`src/rtl/dpram_req_arbiter_if.sv`:
```
// One requester's port onto the shared data RAM: request channel plus the
// unconditional one-cycle-later response channel.
interface dpram_req_arbiter_if #(
  parameter int ADDR_WIDTH = 32,
  parameter int DATA_WIDTH = 32
);
  // Handshake: a request transfers in any cycle where valid && ready. While
  // valid is high and ready low, the requester holds we/addr/wdata stable.
  // ready may depend combinationally on valid. rsp_valid has no backpressure.
  logic                    valid;
  logic                    ready;
  logic [DATA_WIDTH/8-1:0] we;
  logic [ADDR_WIDTH-1:0]   addr;
  logic [DATA_WIDTH-1:0]   wdata;
  logic                    rsp_valid;
  logic [DATA_WIDTH-1:0]   rsp_rdata;

  modport master (
    output valid, we, addr, wdata,
    input  ready, rsp_valid, rsp_rdata
  );

  modport slave (
    input  valid, we, addr, wdata,
    output ready, rsp_valid, rsp_rdata
  );
endinterface

```
`src/rtl/dpram_req_arbiter.sv`:
```
// Round-robin arbiter for the LSU and host requesters onto the data RAM's
// write/read port pair. The fromhost mailbox is initialised once after reset.
module dpram_req_arbiter #(
  parameter int                         LSU_ADDR_WIDTH = 32,
  parameter int                         LSU_DATA_WIDTH = 32,
  parameter logic [LSU_ADDR_WIDTH-1:0]  FROMHOST_ADDR  = 'h1040
) (
  input  logic                        clk,
  input  logic                        rst,
  dpram_req_arbiter_if.slave          l,
  dpram_req_arbiter_if.slave          h,
  output logic [LSU_DATA_WIDTH/8-1:0] mem_we,
  output logic [LSU_ADDR_WIDTH-1:0]   mem_waddr,
  output logic [LSU_DATA_WIDTH-1:0]   mem_din,
  output logic [LSU_ADDR_WIDTH-1:0]   mem_raddr,
  input  logic [LSU_DATA_WIDTH-1:0]   mem_dout,
  output logic [1:0]                  state_dbg
);

  localparam int NB = LSU_DATA_WIDTH / 8;
  localparam int INIT_LANE = int'(FROMHOST_ADDR % LSU_ADDR_WIDTH'(NB));
  localparam logic [NB-1:0]             INIT_WE  = NB'(1) << INIT_LANE;
  localparam logic [LSU_DATA_WIDTH-1:0] INIT_DIN = LSU_DATA_WIDTH'(1) << (8 * INIT_LANE);

  typedef enum logic [1:0] {
    ST_RESET = 2'd0,
    ST_INIT  = 2'd1,
    ST_RUN   = 2'd2
  } state_t;

  state_t state_q, state_d;
  logic   prio_q, prio_d;          // 0: LSU wins contention, 1: host wins
  logic   rsp_v_q, rsp_v_d;
  logic   rsp_own_q, rsp_own_d;    // 0: LSU, 1: host
  logic   rsp_rd_q, rsp_rd_d;
  logic   gnt_l, gnt_h;

  logic [NB-1:0]             win_we;
  logic [LSU_ADDR_WIDTH-1:0] win_addr;
  logic [LSU_DATA_WIDTH-1:0] win_wdata;

  always_ff @(posedge clk) begin
    if (rst) begin
      state_q   <= ST_RESET;
      prio_q    <= 1'b0;
      rsp_v_q   <= 1'b0;
      rsp_own_q <= 1'b0;
      rsp_rd_q  <= 1'b0;
    end else begin
      state_q   <= state_d;
      prio_q    <= prio_d;
      rsp_v_q   <= rsp_v_d;
      rsp_own_q <= rsp_own_d;
      rsp_rd_q  <= rsp_rd_d;
    end
  end

  always_comb begin
    state_d   = state_q;
    prio_d    = prio_q;
    rsp_v_d   = 1'b0;
    rsp_own_d = 1'b0;
    rsp_rd_d  = 1'b0;
    gnt_l     = 1'b0;
    gnt_h     = 1'b0;
    win_we    = '0;
    win_addr  = '0;
    win_wdata = '0;
    mem_we    = '0;
    mem_waddr = '0;
    mem_din   = '0;
    mem_raddr = '0;

    case (state_q)
      ST_RESET: state_d = ST_INIT;
      ST_INIT: begin
        state_d   = ST_RUN;
        mem_we    = INIT_WE;
        mem_waddr = FROMHOST_ADDR;
        mem_din   = INIT_DIN;
      end
      ST_RUN: begin
        gnt_l = l.valid && (!h.valid || !prio_q);
        gnt_h = h.valid && (!l.valid || prio_q);
        // After contention the loser is favoured next time.
        if (l.valid && h.valid) prio_d = gnt_l;
        if (gnt_l || gnt_h) begin
          win_we    = gnt_h ? h.we    : l.we;
          win_addr  = gnt_h ? h.addr  : l.addr;
          win_wdata = gnt_h ? h.wdata : l.wdata;
          rsp_v_d   = 1'b1;
          rsp_own_d = gnt_h;
          rsp_rd_d  = (win_we == '0);
          if (rsp_rd_d) begin
            mem_raddr = win_addr;
          end else begin
            mem_we    = win_we;
            mem_waddr = win_addr;
            mem_din   = win_wdata;
          end
        end
      end
      default: state_d = ST_RESET;
    endcase
  end

  logic l_rsp_v, h_rsp_v;
  assign l_rsp_v = rsp_v_q && !rsp_own_q;
  assign h_rsp_v = rsp_v_q &&  rsp_own_q;

  assign l.ready     = gnt_l;
  assign h.ready     = gnt_h;
  assign l.rsp_valid = l_rsp_v;
  assign h.rsp_valid = h_rsp_v;
  // Read data is only ever forwarded to the owner of a read response.
  assign l.rsp_rdata = (l_rsp_v && rsp_rd_q) ? mem_dout : '0;
  assign h.rsp_rdata = (h_rsp_v && rsp_rd_q) ? mem_dout : '0;
  assign state_dbg   = state_q;

endmodule

```
`src/flat_wrapper.sv`:
```
// flat-port wrapper written by rule: the top's interface ports become plain ports
module dpram_req_arbiter_flat 
#(
  parameter int                         LSU_ADDR_WIDTH = 32,
  parameter int                         LSU_DATA_WIDTH = 32,
  parameter logic [LSU_ADDR_WIDTH-1:0]  FROMHOST_ADDR  = 'h1040
)
  (clk, rst, mem_we, mem_waddr, mem_din, mem_raddr, mem_dout, state_dbg, l_valid, l_we, l_addr, l_wdata, l_ready, l_rsp_valid, l_rsp_rdata, h_valid, h_we, h_addr, h_wdata, h_ready, h_rsp_valid, h_rsp_rdata);
  dpram_req_arbiter_if #(.ADDR_WIDTH((32)), .DATA_WIDTH((32))) l_i ();
  dpram_req_arbiter_if #(.ADDR_WIDTH((32)), .DATA_WIDTH((32))) h_i ();
  input  logic clk;
  input  logic rst;
  output logic [LSU_DATA_WIDTH/8-1:0] mem_we;
  output logic [LSU_ADDR_WIDTH-1:0] mem_waddr;
  output logic [LSU_DATA_WIDTH-1:0] mem_din;
  output logic [LSU_ADDR_WIDTH-1:0] mem_raddr;
  input  logic [LSU_DATA_WIDTH-1:0] mem_dout;
  output logic [1:0] state_dbg;
  input wire logic [$bits(l_i.valid)-1:0] l_valid;
  input wire logic [$bits(l_i.we)-1:0] l_we;
  input wire logic [$bits(l_i.addr)-1:0] l_addr;
  input wire logic [$bits(l_i.wdata)-1:0] l_wdata;
  output wire logic [$bits(l_i.ready)-1:0] l_ready;
  output wire logic [$bits(l_i.rsp_valid)-1:0] l_rsp_valid;
  output wire logic [$bits(l_i.rsp_rdata)-1:0] l_rsp_rdata;
  input wire logic [$bits(h_i.valid)-1:0] h_valid;
  input wire logic [$bits(h_i.we)-1:0] h_we;
  input wire logic [$bits(h_i.addr)-1:0] h_addr;
  input wire logic [$bits(h_i.wdata)-1:0] h_wdata;
  output wire logic [$bits(h_i.ready)-1:0] h_ready;
  output wire logic [$bits(h_i.rsp_valid)-1:0] h_rsp_valid;
  output wire logic [$bits(h_i.rsp_rdata)-1:0] h_rsp_rdata;
  assign l_i.valid = l_valid;
  assign l_i.we = l_we;
  assign l_i.addr = l_addr;
  assign l_i.wdata = l_wdata;
  assign l_ready = l_i.ready;
  assign l_rsp_valid = l_i.rsp_valid;
  assign l_rsp_rdata = l_i.rsp_rdata;
  assign h_i.valid = h_valid;
  assign h_i.we = h_we;
  assign h_i.addr = h_addr;
  assign h_i.wdata = h_wdata;
  assign h_ready = h_i.ready;
  assign h_rsp_valid = h_i.rsp_valid;
  assign h_rsp_rdata = h_i.rsp_rdata;
  dpram_req_arbiter #(.LSU_ADDR_WIDTH(LSU_ADDR_WIDTH), .LSU_DATA_WIDTH(LSU_DATA_WIDTH), .FROMHOST_ADDR(FROMHOST_ADDR)) u_core (.clk(clk), .rst(rst), .l(l_i), .h(h_i), .mem_we(mem_we), .mem_waddr(mem_waddr), .mem_din(mem_din), .mem_raddr(mem_raddr), .mem_dout(mem_dout), .state_dbg(state_dbg));
endmodule
```
`config.mk`:
```
export PLATFORM = sky130hd
export DESIGN_NAME = dpram_req_arbiter_flat
export DESIGN_NICKNAME = d
export VERILOG_FILES = /design/src/rtl/dpram_req_arbiter_if.sv /design/src/rtl/dpram_req_arbiter.sv /design/src/flat_wrapper.sv
export SDC_FILE = /design/constraint.sdc
export NUM_CORES = 1
export LEC_CHECK = 0
export CAP_MARGIN = 20
export CORE_AREA = 8 8 128 130
export DETAILED_ROUTE_END_ITERATION = 10
export DIE_AREA = 0 0 136 138
export PLACE_DENSITY = 0.66
export SKIP_CTS_REPAIR_TIMING = 1
export SLEW_MARGIN = 20
export SYNTH_ARGS = -nofsm -noshare
export SYNTH_HDL_FRONTEND = slang
export SYNTH_SLANG_ARGS = --single-unit
```
`constraint.sdc`:
```
create_clock -name clk -period 3.8 [get_ports clk]
set_input_delay 0.76 -clock clk [delete_from_list [all_inputs] [get_ports clk]]
set_output_delay 0.76 -clock clk [all_outputs]
set_load 0.005 [all_outputs]
```
==> results.sh <==
export IMPL_status="finished clean"
export IMPL_startpoint_type="input pin"
export IMPL_diodes=0
export IMPL_worstSetupPathType="in2out"
export IMPL_clock_latency_ns=0.23
export IMPL_syn2layout_area_growth_pct=160
export IMPL_syn_area_per_cell_um2=6.59
export IMPL_synth_top_area_share_pct=25.0
export IMPL_drcViolationCount=0
export IMPL_synthArstFlopShare_pct=0
export IMPL_firstDrtPassIters=4
export IMPL_gr_total_overflow=0
export IMPL_final_setup_viol_count=0
export IMPL_pwr_share_seq_pct=10.4
export IMPL_timing_setup_tns_ns=0
export IMPL_yosysSeqAreaShare_pct=5.27
export IMPL_io_buffers=341
export IMPL_yosys_top_cells_count="nor2_1, a22oi_1, and2_1"
export IMPL_grt_pass1_vias=4138
export IMPL_powerDensity_nw_per_um2=117
export IMPL_max_cap_viol_count=0
export IMPL_start_util_pct=15.9
export IMPL_core_region_area_um2=14300
export IMPL_track_usage_pct=16.3
export IMPL_clockRootBuffer="clkbuf_16"
export IMPL_rows=44
export IMPL_syn_area_um2=2280
export IMPL_final_nets=843
export IMPL_post_route_period_util_pct=95.8
export IMPL_p_leak_nw=2.08
export IMPL_syn_num_nets=521
export IMPL_worst_hold_slack_ns=0.562
export IMPL_clock_sinks=6
export IMPL_pin_count=342
export IMPL_synth_most_common_cell="nor2_1"
export IMPL_place_gp_congestion=0.902
export IMPL_cts_clk_slew_worst_paths_ns=0.03
export IMPL_cts_buffers=3
export IMPL_vias=3979
export IMPL_synth_edf_count=0
export IMPL_routedWlPerCell_um=19.6
export IMPL_rsz0062_at_grt="false"
export IMPL_drt_iter0_drc=177
export IMPL_ant_nets=0
export IMPL_p_comb_share_pct=65.2
export IMPL_ir_drop_mv=0.114
export IMPL_p_switching_mw=0.217
export IMPL_p_int_mw=0.479
export IMPL_ys_types=28
export IMPL_layout_drive_gt1_share_pct=6.46
export IMPL_hpwl_mm=14.2
export IMPL_worst_clock_skew_ns=0.000479
export IMPL_grt_first_pass_wirelength_mm=24.4
export IMPL_timing_slew_headroom_pct=47.1
export IMPL_fp_dieW_um=136
export IMPL_cts_tree="done"
export IMPL_design_die_area_um2=18800
export IMPL_grt_max_degree=68
export IMPL_synth_area_top_cells="a22oi_1, and2_1, nor2_1"
export IMPL_antenna_found_initial=0
export IMPL_cp_arrival_ns=2.88
export IMPL_ys_warn_count=0
export IMPL_worst_pin_slew_ns=0.794
export IMPL_p_sw_share_pct=31.2
export IMPL_syn_inst=346
export IMPL_synth_top_area_cell="a22oi_1"
export IMPL_cp_required_ns=3.04
export IMPL_synth_seq_cells=6
export IMPL_drt_wl_total_mm=16.6
export IMPL_min_period_ns=3.64
export IMPL_synthFlopType="dfxtp_1"
export IMPL_die_height_um=138
export IMPL_min_path_type="reg2reg"
export IMPL_htree_levels=1
export IMPL_hold_viol=0
export IMPL_clockPowerShare_pct=24.4
export IMPL_drv_slew=0
export IMPL_vias_per_cell=4.68
export IMPL_clockBufferDepth=2
export IMPL_fmax_mhz=275
export IMPL_worst_setup_path_end_kind="primary output"
export IMPL_path_max_fanout=35
## worst max-delay path: stages
cell	delay (ns)
clkdlybuf4s50_1	0.45
nor4_1	0.36
and3b_2	0.30
buf_12	0.18
a22oi_2	0.28
nor2_1	0.06
clkdlybuf4s50_1	0.47
## worst paths after layout
path	from	to	slack [ns]	cells past startpoint
setup reg to reg	u_core.state_dbg[1]$_SDFFE_PP0N_	u_core.rsp_rd_q$_SDFF_PP0_	2.38	5
hold / removal	u_core.state_dbg[0]$_SDFFE_PP0N_	u_core.state_dbg[0]$_SDFFE_PP0N_	0.56	2
hold reg to reg	u_core.state_dbg[0]$_SDFFE_PP0N_	u_core.state_dbg[0]$_SDFFE_PP0N_	0.56	2
setup / recovery	h_we[0]	mem_waddr[4]	0.16	7
## sequential cells by signal (all words and copies together), names as in the netlist
register / cells
u_core.rsp_own_q: 1
u_core.rsp_v_q: 1
u_core.prio_q: 1
u_core.state_dbg: 2
u_core.rsp_rd_q: 1
## metrics by stage
step	worst slack (ns)	utilization, %	cells	area, um^2	power [mW]
after floorplan	1.30	-	346	2280	0.226
after global placement	0.191	40.9	847	5860	0.520
after detailed placement	0.194	40.9	847	5860	0.528
after CTS	0.190	41.5	850	5930	0.702
after global routing	0.0507	41.5	850	5930	0.735
final	0.159	41.5	850	5930	0.697
## placed cells by master (no fill, tap or decap)
master	count
o21ai_4	1
a22oi_1	76
and3b_2	1
o21ai_0	4
xor2_1	1
nand2_1	7
ha_1	3
and2_1	65
nor2b_1	2
buf_4	9
nor4_1	1
and3_1	3
clkdlybuf4s50_1	341
buf_12	6
a22oi_2	20
mux2i_1	3
dfxtp_1	6
clkbuf_16	3
nand2b_1	1
a21boi_4	1
o21a_1	1
nor4_4	1
nand3_1	4
nor2_1	98
inv_1	2
a21oi_4	1
a21oi_1	4
o211ai_1	1
## area by class of cell
type | instances | area [um^2]
Multi-Input combinational cell | 299 | 1900
Timing Repair Buffer | 356 | 3600
Sequential cell | 6 | 120
Clock buffer | 3 | 75.1
Fill cell | 1446 | 8380
Tap cell | 184 | 230
Inverter | 2 | 7.51
## power by group through the flow
stage / combinational (mW) / sequential, mW / clock [mW]
global route: 0.484 / 0.0729 / 0.177
finish: 0.454 / 0.0723 / 0.170
global placement: 0.447 / 0.0724 / 0
floorplan: 0.153 / 0.0724 / 0
CTS: 0.458 / 0.0722 / 0.172
detailed placement: 0.455 / 0.0730 / 0
## cell families (layout without fill, tap and decap cells)
logic type / after synthesis / after routing / share of synthesized area (%)
XOR/XNOR: 1 / 1 / 0.384
AO/OA/AOI/OAI: 109 / 109 / 40.2
flip-flops: 6 / 6 / 5.27
multiplexers: 3 / 3 / 1.32
buffers and inverters: 41 / 361 / 11.9
AND/OR/NAND/NOR: 183 / 183 / 39.3
adder cells (fa/ha/maj): 3 / 3 / 1.65
## per-layer routing
layer	vias to the layer above	GRT usage [%]	share of wire [%]
met3	30	5.18	11
li1	1868	-	-
met4	0	5.09	3.1
met5	-	0	0
met2	244	31.2	52
met1	1837	15.9	35
(Power assumes the default switching activity.)
